===== config.mk =====
export PLATFORM = sky130hd
export DESIGN_NAME = mix_columns_stream
export DESIGN_NICKNAME = d
export VERILOG_FILES = /design/src/rtl/aes_gf_pkg.sv /design/src/rtl/gf_col_contrib.sv /design/src/rtl/mix_columns_stream.sv
export SDC_FILE = /design/constraint.sdc
export NUM_CORES = 1
export LEC_CHECK = 0
export CORE_MARGIN = 2
export CORE_UTILIZATION = 40
export CTS_BUF_LIST = sky130_fd_sc_hd__clkbuf_4 sky130_fd_sc_hd__clkbuf_8 sky130_fd_sc_hd__clkbuf_16
export CTS_CLUSTER_SIZE = 30
export DETAILED_ROUTE_END_ITERATION = 10
export DONT_BUFFER_PORTS = 1
export PLACE_DENSITY_LB_ADDON = 0.05
export SLEW_MARGIN = 20
export SYNTH_ARGS = -nofsm -noshare
export SYNTH_HDL_FRONTEND = slang
export SYNTH_SLANG_ARGS = --single-unit

===== constraint.sdc =====
create_clock -name clock -period 2.8 [get_ports clock]
set_input_delay 0.84 -clock clock [delete_from_list [all_inputs] [get_ports clock]]
set_output_delay 0.84 -clock clock [all_outputs]
set_load 0.01 [all_outputs]

===== src/rtl/aes_gf_pkg.sv =====
// GF(2^8) helpers shared by the MixColumns datapath: the AES reduction polynomial,
// mode encodings, circulant coefficient rows and constant multipliers.
package aes_gf_pkg;

  localparam logic [7:0]  AES_POLY = 8'h1B;
  localparam logic        MODE_FWD = 1'b0;
  localparam logic        MODE_INV = 1'b1;

  // Circulant first rows, coefficient for offset 0 in the top byte.
  localparam logic [31:0] FWD_ROW  = 32'h02030101;
  localparam logic [31:0] INV_ROW  = 32'h0E0B0D09;

  function automatic logic [7:0] xtime(input logic [7:0] b);
    return {b[6:0], 1'b0} ^ (b[7] ? AES_POLY : 8'h00);
  endfunction

  function automatic logic [7:0] gmul_01(input logic [7:0] b);
    return b;
  endfunction

  function automatic logic [7:0] gmul_02(input logic [7:0] b);
    return xtime(b);
  endfunction

  function automatic logic [7:0] gmul_03(input logic [7:0] b);
    return xtime(b) ^ b;
  endfunction

  function automatic logic [7:0] gmul_09(input logic [7:0] b);
    return xtime(xtime(xtime(b))) ^ b;
  endfunction

  function automatic logic [7:0] gmul_0b(input logic [7:0] b);
    return xtime(xtime(xtime(b))) ^ xtime(b) ^ b;
  endfunction

  function automatic logic [7:0] gmul_0d(input logic [7:0] b);
    return xtime(xtime(xtime(b))) ^ xtime(xtime(b)) ^ b;
  endfunction

  function automatic logic [7:0] gmul_0e(input logic [7:0] b);
    return xtime(xtime(xtime(b))) ^ xtime(xtime(b)) ^ xtime(b);
  endfunction

  function automatic logic [7:0] gmul_const(input logic [7:0] b, input logic [7:0] c);
    case (c)
      8'h01:   return gmul_01(b);
      8'h02:   return gmul_02(b);
      8'h03:   return gmul_03(b);
      8'h09:   return gmul_09(b);
      8'h0B:   return gmul_0b(b);
      8'h0D:   return gmul_0d(b);
      8'h0E:   return gmul_0e(b);
      default: return 8'h00;
    endcase
  endfunction

  // Coefficient M[r][j] of a circulant matrix depends only on (j - r) mod 4.
  function automatic logic [7:0] row_coef(input logic mode, input logic [1:0] offset);
    logic [31:0] row;
    row = (mode == MODE_INV) ? INV_ROW : FWD_ROW;
    return row[8*(3 - int'(offset)) +: 8];
  endfunction

endpackage


===== src/rtl/gf_col_contrib.sv =====
// Contribution of one input byte (row j) to all four output rows of a MixColumns column.
module gf_col_contrib
  import aes_gf_pkg::*;
(
  input  logic [7:0]  data_byte,
  input  logic [1:0]  row_idx,
  input  logic        mode,
  output logic [31:0] contrib
);

  // NOTE: every variable written in always_comb gets a value before any branch;
  // a path that leaves it unassigned would infer a latch.
  always_comb begin
    contrib = '0;
    for (int r = 0; r < 4; r++) begin
      contrib[8*(3-r) +: 8] = gmul_const(data_byte, row_coef(mode, row_idx - 2'(r)));
    end
  end

endmodule


===== src/rtl/mix_columns_stream.sv =====
// Streaming MixColumns / InvMixColumns: LANES bytes per beat in, one column accumulated
// while the previous result drains from a separate buffer, valid/ready on both sides.
module mix_columns_stream
  import aes_gf_pkg::*;
#(
  parameter int LANES          = 1,
  parameter bit RESET_OUT_ZERO = 1'b1
) (
  input  logic               clock,
  input  logic               reset,
  input  logic [8*LANES-1:0] in_data,
  input  logic               in_valid,
  output logic               in_ready,
  input  logic               in_mode,
  output logic [8*LANES-1:0] out_data,
  output logic               out_valid,
  input  logic               out_ready,
  output logic               out_mode,
  output logic               out_last
);

  localparam int         BEATS     = 4 / LANES;
  localparam int         DW        = 8 * LANES;
  localparam logic [1:0] LAST_BEAT = 2'(BEATS - 1);

  logic [1:0]  cnt_q, cnt_d;
  logic        mode_q, mode_d;
  logic [31:0] acc_q, acc_d;
  logic [31:0] buf_q, buf_d;
  logic        buf_mode_q, buf_mode_d;
  logic        buf_valid_q, buf_valid_d;
  logic [1:0]  out_idx_q, out_idx_d;

  logic        col_mode;
  logic        in_fire, out_fire;
  logic        last_in_beat, last_out_beat;
  logic [31:0] lane_contrib [LANES];
  logic [31:0] beat_contrib;
  logic [31:0] acc_sum;
  logic [31:0] buf_shifted;

  // The first beat of a column supplies its own mode; later beats use the latched copy.
  assign col_mode = (cnt_q == 2'd0) ? in_mode : mode_q;

  for (genvar l = 0; l < LANES; l++) begin : g_lane
    logic [1:0] row_j;
    assign row_j = 2'(int'(cnt_q) * LANES + l);

    gf_col_contrib u_contrib (
      .data_byte (in_data[DW-1-8*l -: 8]),
      .row_idx   (row_j),
      .mode      (col_mode),
      .contrib   (lane_contrib[l])
    );
  end

  always_comb begin
    beat_contrib = '0;
    for (int l = 0; l < LANES; l++) begin
      beat_contrib = beat_contrib ^ lane_contrib[l];
    end
  end

  assign last_in_beat  = (cnt_q == LAST_BEAT);
  assign last_out_beat = (out_idx_q == LAST_BEAT);
  assign out_valid     = buf_valid_q;
  assign out_last      = buf_valid_q && last_out_beat;
  assign out_mode      = buf_mode_q;

  // Only a column's final beat needs the buffer; it may enter as the last result beat leaves.
  assign in_ready = !last_in_beat || !buf_valid_q || (buf_valid_q && last_out_beat && out_ready);
  assign in_fire  = in_valid && in_ready;
  assign out_fire = buf_valid_q && out_ready;

  assign acc_sum = ((cnt_q == 2'd0) ? 32'h0 : acc_q) ^ beat_contrib;

  always_comb begin
    cnt_d       = cnt_q;
    mode_d      = mode_q;
    acc_d       = acc_q;
    buf_d       = buf_q;
    buf_mode_d  = buf_mode_q;
    buf_valid_d = buf_valid_q;
    out_idx_d   = out_idx_q;

    if (in_fire) begin
      acc_d = acc_sum;
      cnt_d = last_in_beat ? 2'd0 : cnt_q + 2'd1;
      if (cnt_q == 2'd0) begin
        mode_d = in_mode;
      end
    end

    if (out_fire) begin
      if (last_out_beat) begin
        buf_valid_d = 1'b0;
        out_idx_d   = 2'd0;
      end else begin
        out_idx_d   = out_idx_q + 2'd1;
      end
    end

    // A completing column wins over a draining one, giving the seamless reload.
    if (in_fire && last_in_beat) begin
      buf_d       = acc_sum;
      buf_mode_d  = col_mode;
      buf_valid_d = 1'b1;
      out_idx_d   = 2'd0;
    end
  end

  always_comb begin
    buf_shifted = buf_q << (DW * int'(out_idx_q));
    out_data    = buf_shifted[31 -: DW];
    if (RESET_OUT_ZERO && !buf_valid_q) begin
      out_data = '0;
    end
  end

  // NOTE: state registers use non-blocking assignments so every flop samples the
  // pre-edge values; blocking here would create order-dependent simulation races.
  // NOTE: the accumulators and result buffer are ordinary flops, not RAM, so they
  // are cleared by reset along with the control state.
  always_ff @(posedge clock) begin
    if (reset) begin
      cnt_q       <= 2'd0;
      mode_q      <= MODE_FWD;
      acc_q       <= '0;
      buf_q       <= '0;
      buf_mode_q  <= MODE_FWD;
      buf_valid_q <= 1'b0;
      out_idx_q   <= 2'd0;
    end else begin
      cnt_q       <= cnt_d;
      mode_q      <= mode_d;
      acc_q       <= acc_d;
      buf_q       <= buf_d;
      buf_mode_q  <= buf_mode_d;
      buf_valid_q <= buf_valid_d;
      out_idx_q   <= out_idx_d;
    end
  end

endmodule

==> summary.txt <==
Timing
  – Final hold viol count: 0
  – Fmax: 0.3634 GHz
  – Max transition margin: 40.11%
  – RSZ-0062 raised after global routing: yes
  – Final min period: 2.752 ns
  – Worst setup margin: 0.04790 ns
  – Clock Skew: approximately 0.0047 ns
  – Final setup vio count: 0
  – Final worst path period share: approximately 98%
  – Max Slew Vio Count: 0
  – Setup TNS: 0 ns
  – Actual slew at the worst max-slew pin: 0.8984 ns

Route
  – Routed Antenna Nets: 0
  – Avg WL per Cell: 22.38 um
  – First-pass iteration count of the detailed router: 5
  – Initial DRC count: 960
  – Total number of vias: between 7000 and 8000
  – WL final: ~26000 um
  – DRC Markers: 0
  – Vias per cell: 6.164

Critical path
  – Slowest stage cell, crit path: or2_2
  – Worst Setup Start Kind: flip-flop
  – Largest stage delay, worst path: 0.35 ns
  – WP data arrival: 1.91 ns
  – CP Class: flip-flop to output pin
  – Worst Path Max Fanout: 15
  – Top Family by Delay on Critical Path: buffers and inverters
  – Req. time, crit path: 1.96 ns
  – Most frequent CP cell: buf_4
  – Critical path buffers and inverters: 3
  – CP Capture Type: output pin
  – CP cell instances: buf_4 -> buf_4 -> ha_1 -> inv_1 -> or2_2

Power
  – Leakage: 0.002815 uW
  – Power Total: 4130 uW
  – Worst ir drop on vdd: about 310 uV
  – PwrDens: 538.9 nW/um^2

Floorplan
  – Core area: between 15000 and 20000 um^2
  – Die W: 131.0 um
  – Starting Density: 40.77%
  – FP Rows: 46
  – Die footprint: 17160 um^2
  – I/O pins: 25
  – Die span in y: 131.0 um

GRT
  – Gr usage total: 30.22%
  – Vias in the first global route: 6569
  – First-pass GRT wire length: approximately 40000 um
  – Initial antenna violation count: 0
  – GRT Residual Overflow: 0
  – Largest net degree at the start of global routing: 60

Synth
  – FF+latch count, synth: 71
  – FFs w/ async S/R, synth: 0%
  – Synth Cell Area: 6452 um^2
  – Netlist cell types: 75
  – Sequential cell area fraction in the yosys report: 22.03%
  – Cells after Synth: 880
  – Post-Syn Nets: approximately 900
  – Main flop type after synthesis: dfxtp_1
  – Number of synthesized flops with an enable pin: 0
  – Yosys warning count: 0
  – Mean Syn Cell Area: roughly 7.3 um^2

Outcome
  – Status: finished, final reports clean

Layout
  – Layout cells sized above 1: 18.71%
  – ANT cells: 0
  – Final nets: 948
  – Area Growth Syn to Fin: 18.77%
  – Final non-filler cell total: 1146

Clocking
  – Clk buf depth: 2
  – Worst-path clk slew: roughly 0.060 ns
  – Worst-Skew Late Latency: ~0.33 ns
  – Root Buffer: clkbuf_16
  – Num CTS Buffers: 9
  – Post-cts hold buffer count: 0
  – CTS tree: built
  – CTS Sinks: 71
  – CTS H-tree depth: 3

Placement
  – Post-place setup slack: -0.2480 ns
  – Hpwl dp: 18420 um
  – Final Wtd Congestion: roughly 1.0
  – Placed insts: 1127
  – PortBufs: 0

Hold path
  – Worst min path class: flip-flop to flip-flop

Flow run
  – Max-cap violations: 0
==> synthesized netlist by cell type, drive strengths merged, types with 4 or more instances <==
master | n | area, um^2
nand2 | 90 | 337.8
o21ai | 80 | 404.1
a21oi | 76 | 380.4
dfxtp | 71 | 1421
nor2 | 63 | 236.5
nand3 | 59 | 295.3
clkbuf | 54 | 202.7
xnor2 | 52 | 496.7
nor2b | 30 | 187.7
o22ai | 28 | 175.2
buf | 27 | 152.6
nor3 | 25 | 130.1
xor2 | 16 | 192.7
inv | 15 | 56.30
and2 | 14 | 87.58
a211oi | 12 | 95.09
and3 | 12 | 75.07
a22oi | 9 | 67.56
ha | 9 | 112.6
o221ai | 9 | 85.08
mux4 | 8 | 180.2
nand4 | 8 | 50.05
a31oi | 7 | 43.79
mux2i | 7 | 70.07
nand2b | 7 | 43.79
nor4 | 7 | 43.79
o211ai | 7 | 52.55
o311ai | 7 | 61.31
a221o | 5 | 50.05
a221oi | 5 | 56.31
a311o | 4 | 40.04
a32oi | 4 | 35.03
o31ai | 4 | 30.03
o41ai | 4 | 42.55
==> worst min-delay path: stages, from the launching register on <==
cell,delay (ns)
dfxtp_1,0.31
nand2_1,0.05
a21oi_1,0.05
==> layout by cell type, fill, tap and decap left out, types with 4 or more instances in the layout <==
| cell type | count |
|---|---|
| and3_1 | 12 |
| dfxtp_1 | 71 |
| mux4_2 | 8 |
| o211ai_1 | 7 |
| ha_1 | 7 |
| buf_4 | 111 |
| xnor2_1 | 48 |
| a21oi_1 | 76 |
| nand3_1 | 57 |
| mux2i_1 | 7 |
| and2_1 | 14 |
| clkbuf_16 | 9 |
| nand4_1 | 8 |
| o221ai_1 | 8 |
| o22ai_1 | 28 |
| buf_12 | 4 |
| nand2_1 | 90 |
| inv_1 | 15 |
| a311o_1 | 4 |
| nor2_1 | 63 |
| xor2_1 | 12 |
| nor4_1 | 5 |
| a221o_1 | 5 |
| o21ai_0 | 78 |
| a211oi_1 | 9 |
| a22oi_1 | 9 |
| nand2b_1 | 7 |
| o311ai_0 | 6 |
| a31oi_1 | 7 |
| nor3_1 | 23 |
| nor2b_1 | 30 |
| a32oi_1 | 4 |
==> where the power goes <==
part           internal [uW]  switching, uW
Clock                    681            442
Sequential              1100           75.4
Combinational            790           1040
Total                   2570           1560
==> through the flow <==
stage / util [%] / area [um^2] / hold slack, ns
2_1_floorplan: - / 6454 / 0.4198
3_3_place_gp: 45.94 / 7272 / 0.4322
3_5_place_dp: 45.94 / 7272 / 0.4403
4_1_cts: 47.80 / 7566 / 0.4483
5_1_grt: 48.42 / 7664 / 0.4655
6_report: 48.42 / 7664 / 0.4505
==> registers in the layout, summed over array words and instances (netlist names) <==
signal and cells:
mode_q 1, cnt_q 2, acc_q 32, out_mode 1, out_valid 1, out_idx_q 2, buf_q 32
==> timing repair <==
item / CTS / global route
gates cloned: 0 / 1
pin swaps: 0 / 2
gates resized for setup: 1 / 12
setup buffers: 0 / 3
endpoints found under the hold margin: 0 / 0
endpoints found under the setup margin: 1 / 18
==> layout make-up <==
type | count | area, um^2
Fill cell | 1625 | 8164
Multi-Input combinational cell | 713 | 4711
Sequential cell | 71 | 1421
Timing Repair Buffer | 115 | 913.4
Tap cell | 216 | 270.3
Clock buffer | 9 | 225.2
Clock inverter | 6 | 62.56
Inverter | 16 | 60.06
==> per-layer routing <==
layer  wire (um)  vias up  part of all wire, %  GRT usage (%)
li1            -     3315                    -              -
met5           0        -                    0              0
met1       11510     3405                   45          41.89
met4         855        0                  3.3          10.89
met3        2007       47                  7.8          7.492
met2       11280      297                   44          45.50
==> path summary, 6_finish.rpt <==
kind,cells past startpoint,to,start,slack (ns)
worst max-delay path,5,in_ready,cnt_q[0],0.05
worst min-delay path,2,buf_q[22],buf_q[22],0.45
worst max register to register,10,acc_q[2],cnt_q[0],0.07
worst min register to register,2,buf_q[22],buf_q[22],0.45
==> kinds of logic (layout without fill, tap and decap cells) <==
logic type      after synthesis  count (layout)  share of synthesized area [%]
simple gates                327             327                          24.55
compound gates              285             285                          28.33
buf+inv                      97             146                          6.438
xor+xnor                     73              73                          12.51
flops                        71              71                          22.03
mux                          18              19                          4.402
fa+ha+maj                     9               9                          1.745
Power figures use the tool's default switching activity.
